### config.mk
export PLATFORM = sky130hd
export DESIGN_NAME = multi_timer
export DESIGN_NICKNAME = d
export VERILOG_FILES = /design/src/rtl/timer_pkg.sv /design/src/rtl/timer_channel.sv /design/src/rtl/multi_timer.sv
export SDC_FILE = /design/constraint.sdc
export NUM_CORES = 1
export LEC_CHECK = 0
export ABC_AREA = 1
export CORE_UTILIZATION = 45
export DETAILED_ROUTE_END_ITERATION = 7
export MAX_ROUTING_LAYER = met4
export SLEW_MARGIN = 20
export SYNTH_ARGS = -nofsm -noshare
export SYNTH_HDL_FRONTEND = slang
export SYNTH_SLANG_ARGS = --single-unit
export TNS_END_PERCENT = 10
### constraint.sdc
create_clock -name clk -period 2.6 [get_ports clk]
set_clock_uncertainty 0.2 [all_clocks]
set_input_delay 0.52 -clock clk [delete_from_list [all_inputs] [get_ports clk]]
set_output_delay 0.52 -clock clk [all_outputs]
set_load 0.005 [all_outputs]
### src/rtl/timer_pkg.sv
// Shared register offsets, mode encodings and CTRL field positions for the timer bank.
package timer_pkg;

    localparam logic [1:0] REG_CTRL   = 2'd0;
    localparam logic [1:0] REG_PRESET = 2'd1;
    localparam logic [1:0] REG_COUNT  = 2'd2;
    localparam logic [1:0] REG_STATUS = 2'd3;

    localparam logic [1:0] MODE_ONESHOT = 2'b00;
    localparam logic [1:0] MODE_RELOAD  = 2'b01;
    localparam logic [1:0] MODE_FREERUN = 2'b10;

    localparam int CTRL_EN   = 0;
    localparam int CTRL_MODE = 1;
    localparam int CTRL_IM   = 3;
    localparam int CTRL_DIV  = 8;

    localparam int STAT_PEND = 0;
    localparam int STAT_RUN  = 1;

endpackage

### src/rtl/timer_channel.sv
// One down-counting timer channel: CTRL/PRESET/COUNT/STATUS, prescaler and pending flag.
module timer_channel
    import timer_pkg::*;
#(
    parameter int WIDTH = 32,
    parameter int PRE_W = 8
) (
    input  logic        clk,
    input  logic        reset,
    input  logic        we,
    input  logic [1:0]  sel,
    input  logic [31:0] din,
    output logic [31:0] rd_ctrl,
    output logic [31:0] rd_preset,
    output logic [31:0] rd_count,
    output logic [31:0] rd_status,
    output logic        irq
);

    logic             en_q, en_d;
    logic [1:0]       mode_q, mode_d;
    logic             im_q, im_d;
    logic [7:0]       div_q, div_d;
    logic [WIDTH-1:0] preset_q, preset_d;
    logic [WIDTH-1:0] count_q, count_d;
    logic [PRE_W-1:0] pre_q, pre_d;
    logic             pend_q, pend_d;

    logic wr_ctrl, wr_preset, wr_status, tick;
    logic unused_din;

    assign wr_ctrl    = we && (sel == REG_CTRL);
    assign wr_preset  = we && (sel == REG_PRESET);
    assign wr_status  = we && (sel == REG_STATUS);
    assign tick       = en_q && (pre_q == PRE_W'(div_q));
    assign unused_din = ^din;

    always_comb begin
        en_d     = en_q;
        mode_d   = mode_q;
        im_d     = im_q;
        div_d    = div_q;
        preset_d = preset_q;
        count_d  = count_q;
        pre_d    = '0;
        pend_d   = pend_q;

        if (en_q && !tick) pre_d = pre_q + PRE_W'(1);

        if (wr_status && din[STAT_PEND]) pend_d = 1'b0;

        // Register writes take priority over a tick landing on the same edge;
        // an expiry placed after the W1C makes set win over clear.
        if (tick && !wr_ctrl && !wr_preset) begin
            if (count_q != '0) begin
                count_d = count_q - WIDTH'(1);
            end else begin
                pend_d = 1'b1;
                case (mode_q)
                    MODE_RELOAD:  count_d = preset_q;
                    MODE_FREERUN: count_d = '1;
                    default:      en_d    = 1'b0;
                endcase
            end
        end

        if (wr_ctrl) begin
            en_d   = din[CTRL_EN];
            mode_d = din[CTRL_MODE +: 2];
            im_d   = din[CTRL_IM];
            div_d  = din[CTRL_DIV +: 8];
            pre_d  = '0;
        end

        if (wr_preset) begin
            preset_d = din[WIDTH-1:0];
            count_d  = din[WIDTH-1:0];
            pre_d    = '0;
        end
    end

    always_ff @(posedge clk or negedge reset) begin
        if (!reset) begin
            en_q     <= 1'b0;
            mode_q   <= '0;
            im_q     <= 1'b0;
            div_q    <= '0;
            preset_q <= '0;
            count_q  <= '0;
            pre_q    <= '0;
            pend_q   <= 1'b0;
        end else begin
            en_q     <= en_d;
            mode_q   <= mode_d;
            im_q     <= im_d;
            div_q    <= div_d;
            preset_q <= preset_d;
            count_q  <= count_d;
            pre_q    <= pre_d;
            pend_q   <= pend_d;
        end
    end

    always_comb begin
        rd_ctrl                   = '0;
        rd_ctrl[CTRL_EN]          = en_q;
        rd_ctrl[CTRL_MODE +: 2]   = mode_q;
        rd_ctrl[CTRL_IM]          = im_q;
        rd_ctrl[CTRL_DIV +: 8]    = div_q;
        rd_status                 = '0;
        rd_status[STAT_PEND]      = pend_q;
        rd_status[STAT_RUN]       = en_q;
    end

    assign rd_preset = 32'(preset_q);
    assign rd_count  = 32'(count_q);
    assign irq       = pend_q && im_q;

endmodule

### src/rtl/multi_timer.sv
// Bank of NCH timer channels on the CPU bridge: address decode, read mux and interrupt OR.
module multi_timer
    import timer_pkg::*;
#(
    parameter int NCH   = 2,
    parameter int WIDTH = 32,
    parameter int PRE_W = 8,
    parameter int CH_W  = 1
) (
    input  logic            clk,
    input  logic            reset,
    input  logic [CH_W+1:0] addr,
    input  logic [31:0]     Din,
    input  logic            we,
    output logic [31:0]     Dout,
    output logic [NCH-1:0]  irq,
    output logic            IntReq
);

    logic [CH_W-1:0] ch_sel;
    logic [1:0]      reg_sel;
    logic [31:0]     rd_ctrl   [NCH];
    logic [31:0]     rd_preset [NCH];
    logic [31:0]     rd_count  [NCH];
    logic [31:0]     rd_status [NCH];

    assign ch_sel  = addr[CH_W+1:2];
    assign reg_sel = addr[1:0];

    for (genvar g = 0; g < NCH; g++) begin : g_ch
        timer_channel #(
            .WIDTH (WIDTH),
            .PRE_W (PRE_W)
        ) u_ch (
            .clk       (clk),
            .reset     (reset),
            .we        (we && (ch_sel == CH_W'(g))),
            .sel       (reg_sel),
            .din       (Din),
            .rd_ctrl   (rd_ctrl[g]),
            .rd_preset (rd_preset[g]),
            .rd_count  (rd_count[g]),
            .rd_status (rd_status[g]),
            .irq       (irq[g])
        );
    end

    // Channel indices with no instance behind them read as zero.
    always_comb begin
        Dout = '0;
        for (int i = 0; i < NCH; i++) begin
            if (ch_sel == CH_W'(i)) begin
                case (reg_sel)
                    REG_CTRL:   Dout = rd_ctrl[i];
                    REG_PRESET: Dout = rd_preset[i];
                    REG_COUNT:  Dout = rd_count[i];
                    REG_STATUS: Dout = rd_status[i];
                endcase
            end
        end
    end

    assign IntReq = |irq;

endmodule
== After elaboration in Yosys (flattened, before gate mapping) ==
Index checks and enable logic that the tools add are counted.

* Register bits after elaboration: 170
* Input port bits: 38
* Output and inout port bits: 35
* Logic and storage cells: 107

* Add/sub/neg operators: 4
* Equal/unequal tests: 13
* Multiplexer cells: 31
* Bitwise operators: 1
* Reductions and logical operators: 42

{| class="wikitable"
|+ Operator list
! cell !! number
|-
| case mux 32 bit (4 select lines) || 2
|-
| two-way mux 32 bit || 7
|-
| case mux 32 bit (2 select lines) || 2
|-
| nonzero test 32 bit || 2
|-
| subtractor 32 x 1 -> 32 bit, second input constant || 2
|-
| two-way mux 8 bit || 6
|-
| logical AND 1 bit || 20
|-
| adder 8 x 1 -> 8 bit, second input constant || 2
|-
| == test 8 bit || 2
|-
| two-way mux 1 bit || 14
|-
| == test 2 bit, second input constant || 4
|-
| != test 2 x 1 -> 1 bit, second input constant || 4
|-
| nonzero test 2 bit || 4
|-
| nonzero test 4 bit || 2
|-
| == test 2 x 1 -> 1 bit, second input constant || 3
|-
| logical NOT 1 bit || 6
|-
| AND reduction 3 bit || 2
|-
| OR reduction 2 bit || 3
|-
| AND reduction 2 bit || 2
|-
| logical NOT 2 bit || 1
|-
| NOT 1 bit || 1
|}

== Longest topological paths before layout ==
* Depth after elaboration: 8
* Mapped depth: 14
* Depth with buffers taken out: 13

== Modules after synthesis ==
From an unflattened synthesis, not the netlist that was laid out.

* Cells, all modules: 2095
* Area, all modules: 13639.3 um^2

{| class="wikitable"
|+ By module, submodules not included
! module !! instances !! cells an instance !! area each (um^2) !! seq. area each (um^2)
|-
| timer_channel at g_ch[1].u_ch || 1 || 784 || 5691.7 || 2127.0
|-
| timer_channel at g_ch[0].u_ch || 1 || 762 || 5377.7 || 2127.0
|-
| multi_timer || 1 || 549 || 2570.0 || 0.0
|}

== Least setup slack after synthesis ==
Ideal clock, no wire load.

* Path type: input port to output port
* Start: in addr[0]
* End: out Dout[15]
* Data arrival time: 1.557 ns
* Data required time: 1.880 ns
* Setup slack: 0.323 ns
* Stages: 8
* Buffers on the path: 2
* Path through: inv_2 -> nor2_4 -> inv_2 -> clkbuf_1 -> buf_1 -> o22ai_1 -> a21oi_1 -> a21oi_1

* Word-level cells in the longest chain between the ends: 3
* Elaborated cells between the ends (all ways): 7
* Those cells by class: 3 x eq/ne; 3 x mux; 1 x reduce/logical

{| class="wikitable"
|+ Ends and longest elaborated chain
! item !! RTL line !! RTL
|-
| start, declared || multi_timer.sv:12 || <nowiki>input logic [CH_W+1:0] addr,</nowiki>
|-
| == test 2 bit, or another cell as far along || multi_timer.sv:53 || <nowiki>case (reg_sel)</nowiki>
|-
| case mux 32 bit (4 select lines) || multi_timer.sv:53 ||
|-
| two-way mux 32 bit (*) || multi_timer.sv:52 || <nowiki>if (ch_sel == CH_W'(i)) begin</nowiki>
|-
| end, declared || multi_timer.sv:15 || <nowiki>output logic [31:0] Dout,</nowiki>
|}

Every way passes the cells marked *; elsewhere a longest branch is shown, timed or not.

== Final worst setup path ==
* Start: in addr[0]
* End: out Dout[5]

The elaborated chain is that of the path after synthesis.

==> impl_metrics.toml <==
[layout]
share_of_cells_above_drive_strength_1 = 0.1226
stdcell_area_um2 = 13690
diodes = 0
design.final.nets = 1813
area.growth.synth_to_final_pct = 25.53
final.fill_count = 2341

[clocking]
clkLatencyLatePin_ns = 0.44
cts-root-to-sink-buffers = 2
worst_setup_hold_path_clk_slew_ns = 0.07
clock-root-buffer = "clkbuf_16"
cts_tree = "yes"
numCtsBuffers = 17
numClockSinks = 170
number_of_h_tree_levels = 4

[global_route]
gr-usage-all-layers = 0.3509
grt_max_degree = 39
grt_pass1_vias = 10540
grt_first_pass_wirelength_um = 62710
antenna_found_initial = 0
overflow = 0

[setup_path]
cp-end-kind = "output port"
worst-setup-path-type = "input port to output port"
worst_path_largest_cell_delay_ns = 0.51
critical_path.startpoint_type = "input port"
cell_chain_of_the_critical_path = "clkdlybuf4s15_1 > inv_2 > nand2_4 > buf_12 > buf_16 > o22ai_2 > nand2_1 > nand2_1 > clkdlybuf4s50_1"
regToRegSetupSlack_ns = 0.20
timing.critical_path.mode_cell = "nand2_1"
r2r-start = "g_ch[0].u_ch.rd_count[24]"
critPathMaxFanout = 15
cp-endpoint = "Dout[5]"
critical_path_arrival_ns = 2.10
cp-startpoint = "addr[0]"
cp.required_ns = 1.88
crit-reg2reg-capture = "g_ch[0].u_ch.rd_count[1]"
reg2reg_depth = 11
crit_path_top_delay_cell = "clkdlybuf4s50_1"

[yosys]
synth_nets = 1670
postSynth.topFlopCell = "dfrtp_1"
sequential_fraction_of_the_synthesis_area = 0.3901
post_synth_instance_area_um2 = 10910
synthTopCellsByArea = "dfrtp_1 39%, nand2_1 18%, o21ai_0 6.8%"
synth_async_sr_flop_share = 1.000
yosysWarnings = 0
synth_top_area_frac = 0.3901
synth_seq_cells = 170
number_of_flops_mapped_to_enable_cells_by_yosys = 0
ys_types = 36
yosys-top-cells-count = "520 x nand2_1, 192 x inv_1, 170 x dfrtp_1, 170 x nor2_1, 149 x o21ai_0"
netlist.top_cell.by_area = "dfrtp_1"
postSynthAreaPerCell_um2 = 6.723
syn_inst = 1622
yosys.cell_count.top_type = "nand2_1"

[sta]
min_period_over_period = 1.086
max_slew_margin = 0.6943
maxClockFrequency_mhz = 354.0
report.final.setup_viol = 11
hold_violations = 0
timing.final.ws_setup_ns = -0.2247
rsz0062_at_grt = "yes"
worst_tran_pin_value_ns = 0.4569
hold_slack_ns = 0.3105
final-max-slew-violation-count = 0
period_needed_ns = 2.825

[hold_path]
min_from = "g_ch[1].u_ch.pre_q[0]"
min-delay-path-class = "register to register"
holdPathStages = 1

[run_status]
violations = "design-rule violations, negative setup slack"
status = "complete, but fails checks"

[die]
die_area_um2 = 24860
die_w_um = 157.7
pin_count = 73
floorplan.core_area_um2 = 23610
row_count = 56
floorplan.die.height_um = 157.7
floorplan.initialDensity = 0.4618

[flow_run]
drv_cap = 0

[placed_design]
placed_area_um2 = 12700
post-dp-hpwl_um = 31580
buffer_ports.inserted = 72
post-place-ws_ns = -0.7920
place.gp.congestion = 1.039

[power_and_ir_drop]
leakagePower_nw = 6.939
peakVddDrop_v = 0.0004337
post-layout-total-power_mw = 11.86
power_density_nw_per_um2 = 866.0

[detailed_routing]
detail_routed_via_count_per_cell = 5.495
detail-route-antenna-nets = 0
detailedRoute.firstIterationViolations = 1163
wirelength_um = 41060
route.detailed.drc = 2
drt_pass1_iterations = 8
num_vias = 11520
wl_per_cell_um = 19.58
[layout make-up]
cell class,count,area [µm²],area share
multi-input combinational,1193,5873,0.4290
sequential,170,4254,0.3108
timing repair buffer,183,1792,0.1309
inverter,200,755.7,0.05521
clock buffer,18,429.2,0.03135
tap,319,399.1,0.02916
clock inverter,14,186.4,0.01362
[flip-flops by register name, summed over array words and instances, names as in the netlist]
register / cells
g_ch.u_ch.div_q: 16
g_ch.u_ch.pend_q: 2
g_ch.u_ch.en_q: 2
g_ch.u_ch.mode_q: 4
g_ch.u_ch.im_q: 2
g_ch.u_ch.pre_q: 16
g_ch.u_ch.rd_count: 64
g_ch.u_ch.rd_preset: 64
[worst min path at each step]
stage                                           to
after global placement       g_ch[0].u_ch.pre_q[6]
after CTS                 g_ch[1].u_ch.rd_count[0]
final                        g_ch[1].u_ch.pre_q[0]
after global routing      g_ch[0].u_ch.rd_count[1]
after detailed placement     g_ch[0].u_ch.pre_q[6]
after floorplan              g_ch[0].u_ch.div_q[0]
[metrics by stage]
stage,instances,util,setup TNS (ns)
global route,2097,0.5797,-2.119
detailed placement,2056,0.5379,-37.08
finish,2097,0.5797,-1.606
floorplan,1622,-,0
global placement,2056,0.5379,-35.61
CTS,2096,0.5763,-3.429
[layer usage]
layer  vias to the layer above  track usage  share of wire  wire [µm]
met5                         -            -              0          0
met4                         0      0.08784          0.020        817
met3                        50      0.04982          0.066       2694
met2                       432       0.5328           0.46      18740
met1                      5542       0.4908           0.46      18810
li1                       5500            -              -          -
[kinds of logic (layout without fill, tap and decap cells)]
logic type | after synthesis | after routing | synth area share
AOI/OAI and AO/OA | 271 | 271 | 0.1383
adders and majority gates | 10 | 10 | 0.01147
and+or+nand+nor | 867 | 867 | 0.3305
xor gates and xnor gates | 45 | 45 | 0.03614
buffers and inverters | 259 | 415 | 0.09351
DFF | 170 | 170 | 0.3901
[worst max-delay path: cells and delay by family]
kind                   cells  cell delay (ns)
AO/OA/AOI/OAI              1             0.17
buffers and inverters      5             1.12
AND/OR/NAND/NOR            3             0.27
[power breakdown]
part	internal (mW)	switching, mW
registers	3.36	0.874
logic	1.78	3.10
clock network	1.54	1.20
[what timing repair did]
item,CTS,global route
pin swaps,10,4
buffers inserted,4,1
gates resized for setup,76,35
endpoints found under the hold margin,31,0
setup endpoints to repair,32,32
hold buffers,1,0
cloned,3,0
[cell usage in the layout (no fill, tap or decap), drive strengths merged, types with 4 or more instances in the layout]
cell type / synthesis / layout
dlygate4sd2: 0 / 11
a21oi: 42 / 42
nor2: 184 / 184
nand4: 17 / 17
inv: 200 / 205
dfrtp: 170 / 170
a21boi: 9 / 9
ha: 10 / 10
xnor2: 15 / 15
buf: 26 / 113
a221oi: 13 / 13
clkbuf: 33 / 23
nand3: 121 / 121
clkinv: 0 / 4
xor2: 30 / 30
clkdlybuf4s50: 0 / 41
nand3b: 5 / 5
a31oi: 4 / 4
nand2: 527 / 527
nor3: 10 / 10
o22ai: 49 / 49
dlymetal6s2s: 0 / 8
o21ai: 149 / 149
No activity file was read; power rests on OpenSTA's default activity.
